## src/rtl/and_stim_pkg.sv

```systemverilog
// Shared types and constants for the AND-gate stimulus generator.
// The vector table lists {a,b} per index; index 0 sits in the low bits.
package and_stim_pkg;

    typedef enum logic [1:0] {
        ST_IDLE   = 2'd0,
        ST_DRIVE  = 2'd1,
        ST_SAMPLE = 2'd2,
        ST_DONE   = 2'd3
    } state_e;

    localparam int unsigned NUM_VECTORS = 4;
    localparam int unsigned IDX_W       = $clog2(NUM_VECTORS);
    localparam int unsigned ERR_W       = 3;

    typedef struct packed {
        logic a;
        logic b;
    } vec_t;

    localparam logic [2*NUM_VECTORS-1:0] VEC_TABLE = {2'b11, 2'b10, 2'b01, 2'b00};

    function automatic vec_t vec_lookup(input logic [IDX_W-1:0] idx);
        return vec_t'(VEC_TABLE[2*int'(idx) +: 2]);
    endfunction

endpackage

```

## src/rtl/step_timer.sv

```systemverilog
// Per-vector hold counter: load, decrement toward zero, registered zero flag.
module step_timer #(
    parameter int unsigned CNT_W = 3
) (
    input  logic             clk,
    input  logic             rst,
    input  logic             load_i,
    input  logic             dec_i,
    input  logic [CNT_W-1:0] load_val_i,
    output logic             zero_o
);

    logic [CNT_W-1:0] count_q;
    logic [CNT_W-1:0] count_d;
    logic             zero_q;

    // Load wins over decrement; the count parks at zero rather than wrapping.
    always_comb begin
        count_d = count_q;
        if (load_i) begin
            count_d = load_val_i;
        end else if (dec_i && (count_q != '0)) begin
            count_d = count_q - CNT_W'(1);
        end
    end

    always_ff @(posedge clk) begin
        if (rst) begin
            count_q <= '0;
            zero_q  <= 1'b1;
        end else begin
            count_q <= count_d;
            zero_q  <= (count_d == '0);
        end
    end

    assign zero_o = zero_q;

endmodule

```

## src/rtl/and_stim_gen.sv

```systemverilog
// Sweeps the four {a,b} vectors into a 2-input AND stage and checks its result.
// Define AND_STIM_CHECK_EN to enable result checking (err_cnt / pass).
module and_stim_gen
    import and_stim_pkg::*;
#(
    parameter int unsigned STEP_CYCLES = 5
) (
    input  logic       clk,
    input  logic       rst,
    input  logic       start,
    output logic       a,
    output logic       b,
    input  logic       dut_out,
    output logic [1:0] vec_idx,
    output logic       busy,
    output logic       done,
    output logic [2:0] err_cnt,
    output logic       pass
);

    localparam int unsigned      CNT_W    = $clog2(STEP_CYCLES + 1);
    localparam logic [CNT_W-1:0] RELOAD   = CNT_W'(STEP_CYCLES - 1);
    localparam logic [IDX_W-1:0] LAST_IDX = IDX_W'(NUM_VECTORS - 1);

    state_e           state_q;
    logic             a_q;
    logic             b_q;
    logic             busy_q;
    logic             done_q;
    logic [IDX_W-1:0] idx_q;

    logic tmr_load_c;
    logic tmr_dec_c;
    logic tmr_zero;
    logic start_ok_c;
    logic last_vec_c;
    vec_t next_vec_c;

    // Timer control and next-vector lookup derived from the current state.
    always_comb begin
        start_ok_c = (state_q == ST_IDLE) && start;
        last_vec_c = (idx_q == LAST_IDX);
        tmr_load_c = start_ok_c || ((state_q == ST_SAMPLE) && !last_vec_c);
        tmr_dec_c  = (state_q == ST_DRIVE) && !tmr_zero;
        next_vec_c = vec_lookup(idx_q + IDX_W'(1));
    end

    step_timer #(
        .CNT_W (CNT_W)
    ) u_step_timer (
        .clk        (clk),
        .rst        (rst),
        .load_i     (tmr_load_c),
        .dec_i      (tmr_dec_c),
        .load_val_i (RELOAD),
        .zero_o     (tmr_zero)
    );

    always_ff @(posedge clk) begin
        if (rst) begin
            state_q <= ST_IDLE;
            a_q     <= 1'b0;
            b_q     <= 1'b0;
            idx_q   <= '0;
            busy_q  <= 1'b0;
            done_q  <= 1'b0;
        end else begin
            done_q <= 1'b0;
            unique case (state_q)
                ST_IDLE: begin
                    if (start) begin
                        state_q    <= ST_DRIVE;
                        idx_q      <= '0;
                        {a_q, b_q} <= vec_lookup('0);
                        busy_q     <= 1'b1;
                    end
                end
                ST_DRIVE: begin
                    if (tmr_zero) begin
                        state_q <= ST_SAMPLE;
                    end
                end
                ST_SAMPLE: begin
                    if (last_vec_c) begin
                        state_q <= ST_DONE;
                        busy_q  <= 1'b0;
                        done_q  <= 1'b1;
                    end else begin
                        state_q    <= ST_DRIVE;
                        idx_q      <= idx_q + IDX_W'(1);
                        {a_q, b_q} <= next_vec_c;
                    end
                end
                ST_DONE: begin
                    state_q <= ST_IDLE;
                    idx_q   <= '0;
                    a_q     <= 1'b0;
                    b_q     <= 1'b0;
                end
                default: begin
                    state_q <= ST_IDLE;
                end
            endcase
        end
    end

`ifdef AND_STIM_CHECK_EN
    logic [ERR_W-1:0] err_q;
    logic             pass_q;
    logic             mismatch_c;

    assign mismatch_c = (dut_out != (a_q & b_q));

    // Result checking: counts mismatches, pass reflects the whole sweep including the final sample.
    always_ff @(posedge clk) begin
        if (rst) begin
            err_q  <= '0;
            pass_q <= 1'b0;
        end else if (start_ok_c) begin
            err_q  <= '0;
            pass_q <= 1'b0;
        end else if (state_q == ST_SAMPLE) begin
            if (mismatch_c) begin
                err_q <= err_q + ERR_W'(1);
            end
            if (last_vec_c) begin
                pass_q <= (err_q == '0) && !mismatch_c;
            end
        end
    end

    assign err_cnt = err_q;
    assign pass    = pass_q;
`else
    logic unused_dut_out;
    assign unused_dut_out = dut_out;
    assign err_cnt        = '0;
    assign pass           = 1'b0;
`endif

    assign a       = a_q;
    assign b       = b_q;
    assign vec_idx = idx_q;
    assign busy    = busy_q;
    assign done    = done_q;

endmodule

```

## config.mk

```make
export PLATFORM = sky130hd
export DESIGN_NAME = and_stim_gen
export DESIGN_NICKNAME = d
export VERILOG_FILES = /design/src/rtl/and_stim_pkg.sv /design/src/rtl/step_timer.sv /design/src/rtl/and_stim_gen.sv
export SDC_FILE = /design/constraint.sdc
export NUM_CORES = 1
export LEC_CHECK = 0
export BUFFER_PORTS_ARGS = -buffer_cell sky130_fd_sc_hd__buf_2
export CAP_MARGIN = 20
export CORE_AREA = 8 8 45 47
export CTS_CLUSTER_SIZE = 8
export DETAILED_ROUTE_END_ITERATION = 7
export DIE_AREA = 0 0 53 55
export PLACE_DENSITY = 0.65
export SETUP_SLACK_MARGIN = 0.5
export SKIP_CTS_REPAIR_TIMING = 1
export SLEW_MARGIN = 40
export SYNTH_ARGS = -nofsm -noshare
export SYNTH_HDL_FRONTEND = slang
export SYNTH_SLANG_ARGS = --single-unit
export TNS_END_PERCENT = 20
```

## constraint.sdc

```tcl
create_clock -name clk -period 2.3 [get_ports clk]
set_clock_uncertainty 0.2 [all_clocks]
set_input_delay 0.345 -clock clk [delete_from_list [all_inputs] [get_ports clk]]
set_output_delay 0.345 -clock clk [all_outputs]
set_load 0.05 [all_outputs]
```

==> results of run 1 <==
stage by stage:
| stage | setup WS [ps] | util [%] |
|---|---|---|
| after CTS | 363.0 | 43.94 |
| after detailed placement | 375.9 | 41.32 |
| after floorplan | 519.7 | - |
| final | 592.3 | 46.47 |
| after global placement | 378.8 | 41.32 |
| after global routing | 502.9 | 46.47 |
synth_stat cells, types with 2 or more instances:
library cell	count
a21oi_1	3
a32oi_1	2
buf_4	7
dfxtp_1	10
ha_1	3
inv_1	5
nand2_1	2
nand2b_1	4
nor2_1	5
nor2b_1	2
o21ai_0	2
o21bai_1	2
or2_2	2
xnor2_1	2
metal layers:
layer | global-route usage (%) | wire length, µm | up-vias
li1 | - | - | 215
met1 | 7.055 | 432 | 185
met2 | 11.13 | 412 | 12
met3 | 5.080 | 106 | 2
met4 | 2.586 | 10 | 0
met5 | 0 | 0 | -
worst paths after layout:
path              depth (start not counted)                                 end                               start  slack, ps
setup / recovery                          7  u_step_timer.count_q[0]$_SDFF_PP0_  u_step_timer.count_q[0]$_SDFF_PP0_        590
hold / removal                            2                   busy$_SDFFE_PP0P_                                 rst        170
setup reg to reg                          7  u_step_timer.count_q[0]$_SDFF_PP0_  u_step_timer.count_q[0]$_SDFF_PP0_        590
hold reg to reg                           2                   busy$_SDFFE_PP0P_                   busy$_SDFFE_PP0P_        300
flip-flops by register name, indices dropped and copies added, names as in the netlist:
signal,flops
a,1
u_step_timer.zero_o,1
busy,1
done,1
vec_idx,1
state_q,2
u_step_timer.count_q,3
critical path: stages (launching register included):
cell and delay [ps]:
dfxtp_2 360, inv_2 50, ha_4 150, ha_4 160, nor4b_4 330, buf_4 190
xnor2_1 110, nor2_1 50
power by group through the flow:
stage / logic (W) / registers (W) / clock network (W)
floorplan: 0.0000590 / 0.000202 / 0
global placement: 0.0000671 / 0.000197 / 0
detailed placement: 0.0000680 / 0.000197 / 0
CTS: 0.0000680 / 0.000193 / 0.000161
global route: 0.0000776 / 0.000195 / 0.000176
finish: 0.0000718 / 0.000193 / 0.000157
logic make-up (layout without fill, tap and decap cells):
logic type | count (synthesis) | in the layout
simple gates | 19 | 19
buf+inv | 13 | 18
compound gates | 12 | 12
flops | 10 | 10
fa+ha+maj | 3 | 3
xor+xnor | 2 | 2
mux | 2 | 2
other cells | 1 | 4
area by class of cell:
type | instances | area [µm²] | share of cell area (%)
multi-input combinational | 42 | 315.3 | 49.03
tap | 16 | 20.02 | 3.113
clock buffer | 4 | 36.28 | 5.642
timing repair buffer | 9 | 47.55 | 7.393
inverter | 5 | 18.77 | 2.918
sequential | 10 | 205.2 | 31.91
==> results.cfg, run 1 <==
[timing]
whs_ps = 166.4
finalHoldViolations = 0
drv_slew = 0
post-route-period-util_pct = 74.25
layout_min_cycle_time_ps = 1708
setup_violations = 0
grt_setup_unrepaired = no
setup_tns_ps = 0
fmax_mhz = 585.6

[floorplanning]
coreArea_mm2 = 0.001384
dieArea_mm2 = 0.002915
io_pins = 14
rows = 14
initial_core_util_pct = 40.05
dieWidth_um = 53
die_h_um = 55

[layout]
n_antenna_cell = 0
finalInstanceArea_um2 = 643.1
final_cell_mix = 8 x buf_2, 6 x dfxtp_1, 5 x nor2_1
areaGrowthSynthToFinish_pct = 16.03
num-fill-cells = 145
drive_above_1_share_pct = 34.29
fin_cells = 86
nets = 78
final_common_cell = buf_2

[pwr]
p_sw_w = 0.0001184
finalPower_w = 0.0004218
powerDensity_mw_per_mm2 = 655.9
p_int_w = 0.0003034
p_seq_share_pct = 45.9
leakagePower_nw = 0.2650
clockPowerShare_pct = 37.1
p_sw_share_pct = 28.07
ir_drop_mv = 0.4304
pwr-share-comb_pct = 17.0

[clocking]
clock_sinks = 10
cts_tree = yes
cts_root_buffer = clkbuf_4
insertion_delay_ps = 270
cts_buffers = 3
cts_buffer_depth = 2
htreeDepth = 1
clkSlewWorstSetupHoldPaths_ps = 70

[status]
status = finished clean

[synthesis]
netlist_instances = 62
synth-async-reset-ratio_pct = 0
ys_warn_count = 0
synth_ff_type = dfxtp_1
seq_area_frac_synth_pct = 36.12
synth.area.top_cells = dfxtp_1 36%, buf_4 9.5%, ha_1 6.8%
synth_simple_gate_area_share_pct = 21.22
synth_top_area_share_pct = 36.12
synth_compound_area_share_pct = 14.67
synth_edf_count = 0
synth_cell_type_count = 25
synthMuxAreaShare_pct = 3.837
synth-seq-cells = 10
synth_xor_area_share_pct = 3.160
synth_fa_ha_area_share_pct = 6.772
synth_top_area_cell = dfxtp_1
netlist_area_um2 = 554.3
syn_area_per_cell_um2 = 8.940
synth_top_family_by_area = simple AND/OR/NAND/NOR gates

[grt]
grt-ovfl-total = 0
antenna_found_initial = 0
grt_max_degree = 11
grt_use_total_pct = 7.018
grt_pass1_wl_um = 1483
grt_pass1_vias = 378

[job]
max_cap_viol_count = 0

[setup_path]
crit_fanout = 4
crit_path_end_kind = register
cp-start-kind = register
crit_arrival_ps = 1650
critical_path_required_ps = 2250
crit_type = register to register

[route]
ant_nets = 0
drc_errors = 0
num_vias = 414
routed_wl_um = 962
drtPass1Iterations = 4
drtIter0Drc = 6
drt-wirelength-per-cell_um = 11.19
routed_via_density = 4.814

[placed_design]
io_buffers = 8
numPlacedInstances = 81
dpl_cell_area_um2 = 571.8
place_congestion = 0.7014
post-dp-hpwl_um = 718.7

[hold_path]
min_path_type = input pin to register
Power figures use the tool's default switching activity.
==> run 2: changes to the inputs <==
ABC_AREA = 1   (was not set)
PLACE_DENSITY = not set   (was 0.65)
clock period = 1.74 ns   (was 2.3 ns; I/O delays follow)
==> results.cfg, run 2 <==
[route]
drt-wirelength-per-cell_um = 10.10
routed_wl_um = 1040
routed_via_density = 4.447
drtPass1Iterations = 4
num_vias = 458
drtIter0Drc = 6
ant_nets = 0
drc_errors = 0

[synthesis]
syn_area_per_cell_um2 = 6.946
synth-seq-cells = 10
synth_cell_type_count = 14
synth-async-reset-ratio_pct = 0
synth_edf_count = 0
ys_warn_count = 0
synth_ff_type = dfxtp_1
seq_area_frac_synth_pct = 36.95
yosysMostFrequentCell = nand2_1
synth.area.top_cells = dfxtp_1 37%, nand2_1 12%, inv_1 10%
netlist_instances = 78
synth_top_area_cell = dfxtp_1
ys_top_cells_by_count = 17 x nand2_1, 15 x inv_1, 10 x dfxtp_1
synth_top_area_share_pct = 36.95
netlist_area_um2 = 541.8

[grt]
grt_pass1_wl_um = 1773
grt_max_degree = 8
grt-ovfl-total = 0
antenna_found_initial = 0
grt_use_total_pct = 8.658
grt_pass1_vias = 417

[setup_path]
cp-start-kind = register
r2r_start = u_step_timer.count_q[0]$_SDFF_PP0_
crit_slowest_cell = dfxtp_2
crit_arrival_ps = 1420
crit_type = register to register
crit_fanout = 4
crit_start = u_step_timer.count_q[0]$_SDFF_PP0_
crit_path_end_kind = register
path_cells = inv_2, ha_4, ha_4, inv_4, nand3_4, nand2_2, nand3_2, nand2_2, inv_2, nor2_1
critical_path_required_ps = 1760
crit_path_max_incr_delay_ps = 330

[clocking]
cts_buffer_depth = 2
clkSlewWorstSetupHoldPaths_ps = 70
clock_sinks = 10
cts_buffers = 3
insertion_delay_ps = 270
cts_root_buffer = clkbuf_4
htreeDepth = 1
cts_tree = yes

[hold_path]
hold_start = rst
min_path_type = input pin to register

[pwr]
powerDensity_mw_per_mm2 = 900.6
finalPower_w = 0.0006108
ir_drop_mv = 0.5147
leakagePower_nw = 0.3456

[placed_design]
place_congestion = 0.8102
io_buffers = 8
post-dp-hpwl_um = 849.5

[timing]
drv_slew = 0
post-route-period-util_pct = 80.59
finalHoldViolations = 0
setup_tns_ps = 0
layout_min_cycle_time_ps = 1402
fmax_mhz = 713.2
setup_violations = 0
grt_setup_unrepaired = yes

[job]
max_cap_viol_count = 0

[layout]
reg_top3 = u_step_timer.count_q: 3 flops, state_q: 2 flops
final_cell_mix = 15 x nand2_1, 12 x inv_1, 8 x buf_2, 7 x nor2_1
final_common_cell = nand2_1
areaGrowthSynthToFinish_pct = 25.17
n_antenna_cell = 0
nets = 95
largest_register = u_step_timer.count_q
drive_above_1_share_pct = 36.78
largest_reg_flops = 3

[floorplanning]
io_pins = 14
dieArea_mm2 = 0.002915
rows = 14
initial_core_util_pct = 39.15
coreArea_mm2 = 0.001384
dieWidth_um = 53
die_h_um = 55

[status]
status = finished clean
## run 2: cell types whose count changed after synthesis, sizes merged, moves of 3 or more
cell	before	now
nand2	2	18
inv	5	17
nand3	1	8
nand2b	4	0
nand4	0	3
nor2	5	8
## run 2: worst max-delay path: cells and delay by family, from the launching register on
family	cells	cell delay [ps]
adders and majority gates	2	310
buffers and inverters	3	150
DFF	1	330
and+or+nand+nor	5	360
## run 2: final cells by class
cell class	instances	area [µm²]
inverter	17	66.31
sequential	10	211.5
clock buffer	4	36.28
multi-input combinational	48	304.0
timing repair buffer	8	40.04
fill	149	705.7
tap	16	20.02
## run 2: routing by layer
| metal | track usage (%) | wire length, µm | share of wire, % |
|---|---|---|---|
| met1 | 9.801 | 475 | 46 |
| met5 | 0 | 0 | 0 |
| met2 | 12.50 | 435 | 42 |
| met4 | 7.759 | 38 | 3.7 |
| met3 | 3.209 | 90 | 8.7 |
## run 2: metrics by stage
step | setup slack (ps) | cell area (µm²) | cells | util (%) | hold WS (ps)
after floorplan | 394.2 | 601.8 | 81 | - | 120.4
after global placement | 329.3 | 616.8 | 99 | 44.57 | 252.9
after detailed placement | 313.5 | 616.8 | 99 | 44.57 | 252.0
after CTS | 296.2 | 653.1 | 103 | 47.20 | 36.57
after global routing | 259.5 | 678.2 | 103 | 49.01 | 50.48
final | 337.8 | 678.2 | 103 | 49.01 | 48.01
## run 2: path summary, 6_finish.rpt
| check | depth (start not counted) | slack (ps) | end |
|---|---|---|---|
| max | 10 | 340 | u_step_timer.zero_o$_SDFF_PP1_ |
| min | 2 | 50 | busy$_SDFFE_PP0P_ |
| max reg2reg | 10 | 340 | u_step_timer.zero_o$_SDFF_PP1_ |
| min reg2reg | 2 | 260 | busy$_SDFFE_PP0P_ |
## run 2: logic make-up after synthesis
logic type | synth area share (%)
buf+inv | 20.09
compound gates | 3.695
flops | 36.95
other cells | 0.6922
fa+ha+maj | 6.929
simple gates | 31.64
## run 2: report_power, final
group	switching, W	internal (W)	leakage [nW]
sequential	0.00000917	0.000242	0.0849
clock	0.0000882	0.000127	0.0210
combinational	0.000103	0.0000408	0.240
==> run 3: changes to the inputs <==
ABC_AREA = 0   (was 1)
PLACE_DENSITY = 0.68   (was not set)
clock period = 1.2 ns   (was 1.74 ns; I/O delays follow)
==> results.cfg, run 3 (synthesis gave the netlist of run 1 again) <==
[status]
status = finished, violations left
violations = hold timing, setup timing

[placed_design]
place_congestion = 0.7144
io_buffers = 8
post-dp-hpwl_um = 879
numPlacedInstances = 93
dpl_cell_area_um2 = 691.9

[timing]
layout_setup_ws_ps = -458.8
setup_violations = 11
whs_ps = -11.66
post-route-period-util_pct = 138.2
fmax_mhz = 602.8
finalHoldViolations = 4
grt_setup_unrepaired = yes
layout_min_cycle_time_ps = 1659
drv_slew = 0

[route]
num_vias = 475
drc_errors = 0
ant_nets = 0
routed_via_density = 4.847
routed_wl_um = 1073
drtPass1Iterations = 4
drtIter0Drc = 6
drt-wirelength-per-cell_um = 10.95

[layout]
fin_cells = 98
final_cell_mix = 13 x buf_4, 7 x dfxtp_2
nets = 90
num-fill-cells = 136
largest_register = u_step_timer.count_q
reg_top3 = u_step_timer.count_q: 3 flops, state_q: 2 flops
final_common_cell = buf_4
layout.area.seq_um2 = 212.7
n_antenna_cell = 0
multiInputGateArea_um2 = 336.6
drive_above_1_share_pct = 54.88
finalInstanceArea_um2 = 807.0
largest_reg_flops = 3
areaGrowthSynthToFinish_pct = 45.60

[hold_path]
min_path_type = input pin to register
min_path_cells = 2
hold_start = rst

[floorplanning]
dieArea_mm2 = 0.002915
initial_core_util_pct = 40.05
io_pins = 14
die_h_um = 55
dieWidth_um = 53
coreArea_mm2 = 0.001384
rows = 14

[clocking]
clkSlewWorstSetupHoldPaths_ps = 70
insertion_delay_ps = 260
cts_buffer_depth = 2
cts_tree = yes
cts_root_buffer = clkbuf_4
htreeDepth = 1
clock_sinks = 10
cts_buffers = 3

[setup_path]
crit_start = u_step_timer.count_q[0]$_SDFF_PP0_
crit_path_end_kind = register
reg2reg_depth = 7
cp-start-kind = register
critical_path_required_ps = 1150
crit_arrival_ps = 1610
crit_type = register to register
r2r_start = u_step_timer.count_q[0]$_SDFF_PP0_
crit_fanout = 4

[grt]
grt_pass1_wl_um = 1718
use_met1_pct = 7.927
grtUsageMet2_pct = 13.87
busiest_layer = met2
grt_max_degree = 10
grt_util_met3_pct = 2.406
grt_pass1_vias = 423
grt-ovfl-total = 0
grt_use_total_pct = 8.206
antenna_found_initial = 0

[pwr]
powerDensity_mw_per_mm2 = 1050
ir_drop_mv = 0.5294
leakagePower_nw = 0.3371

[job]
max_cap_viol_count = 0
## run 3: changes by cell type in the layout (fill, tap and decap cells not counted), sizes merged, moves of 3 or more
| cell | previous run | this run |
|---|---|---|
| nand3 | 8 | 1 |
| nor2 | 8 | 5 |
| nand2b | 0 | 4 |
| nand4 | 3 | 0 |
| inv | 17 | 5 |
| nand2 | 18 | 2 |
| buf | 8 | 21 |
## run 3: worst max-delay path: stages (launching register included)
cell and delay (ps):
dfxtp_2 340, inv_2 40, ha_4 150, ha_4 150
nor4b_4 280, buf_4 200, xnor2_1 120, nor2_1 60
## run 3: layout make-up
type | count | area share [%]
clock buffer | 4 | 4.496
tap | 16 | 2.481
inverter | 5 | 2.326
multi-input combinational | 42 | 41.71
timing repair buffer | 21 | 22.64
sequential | 10 | 26.36
## run 3: stage by stage
stage	setup TNS (ps)	hold slack (ps)	setup WS [ps]	power, W	utilization (%)
finish	-2179	-11.66	-458.8	0.0008476	58.32
global route	-2829	-10.97	-531.3	0.0008998	58.32
CTS	-2953	-11.67	-522.4	0.0008396	52.62
detailed placement	-2176	274.0	-498.1	0.0005413	50.00
global placement	-2219	264.6	-512.0	0.0005369	50.00
floorplan	-2636	183.9	-485.4	0.0005073	-
## run 3: worst paths after layout
path / to / slack (ps)
hold / removal: done$_SDFF_PP0_ / -10
setup / recovery: u_step_timer.count_q[0]$_SDFF_PP0_ / -460
setup reg to reg: u_step_timer.count_q[0]$_SDFF_PP0_ / -460
hold reg to reg: busy$_SDFFE_PP0P_ / 310
## run 3: metal layers
| metal | up-vias | wire length [µm] |
|---|---|---|
| li1 | 239 | - |
| met1 | 222 | 422 |
| met2 | 10 | 534 |
| met3 | 4 | 79 |
| met4 | 0 | 37 |
| met5 | - | 0 |
## run 3: power by group
part | switching, W | internal [W] | total, W | leakage, nW
Combinational | 0.000103 | 0.0000792 | 0.000183 | 0.230
Sequential | 0.0000172 | 0.000351 | 0.000368 | 0.0857
Clock | 0.000113 | 0.000184 | 0.000297 | 0.0210
Total | 0.000234 | 0.000614 | 0.000848 | 0.337
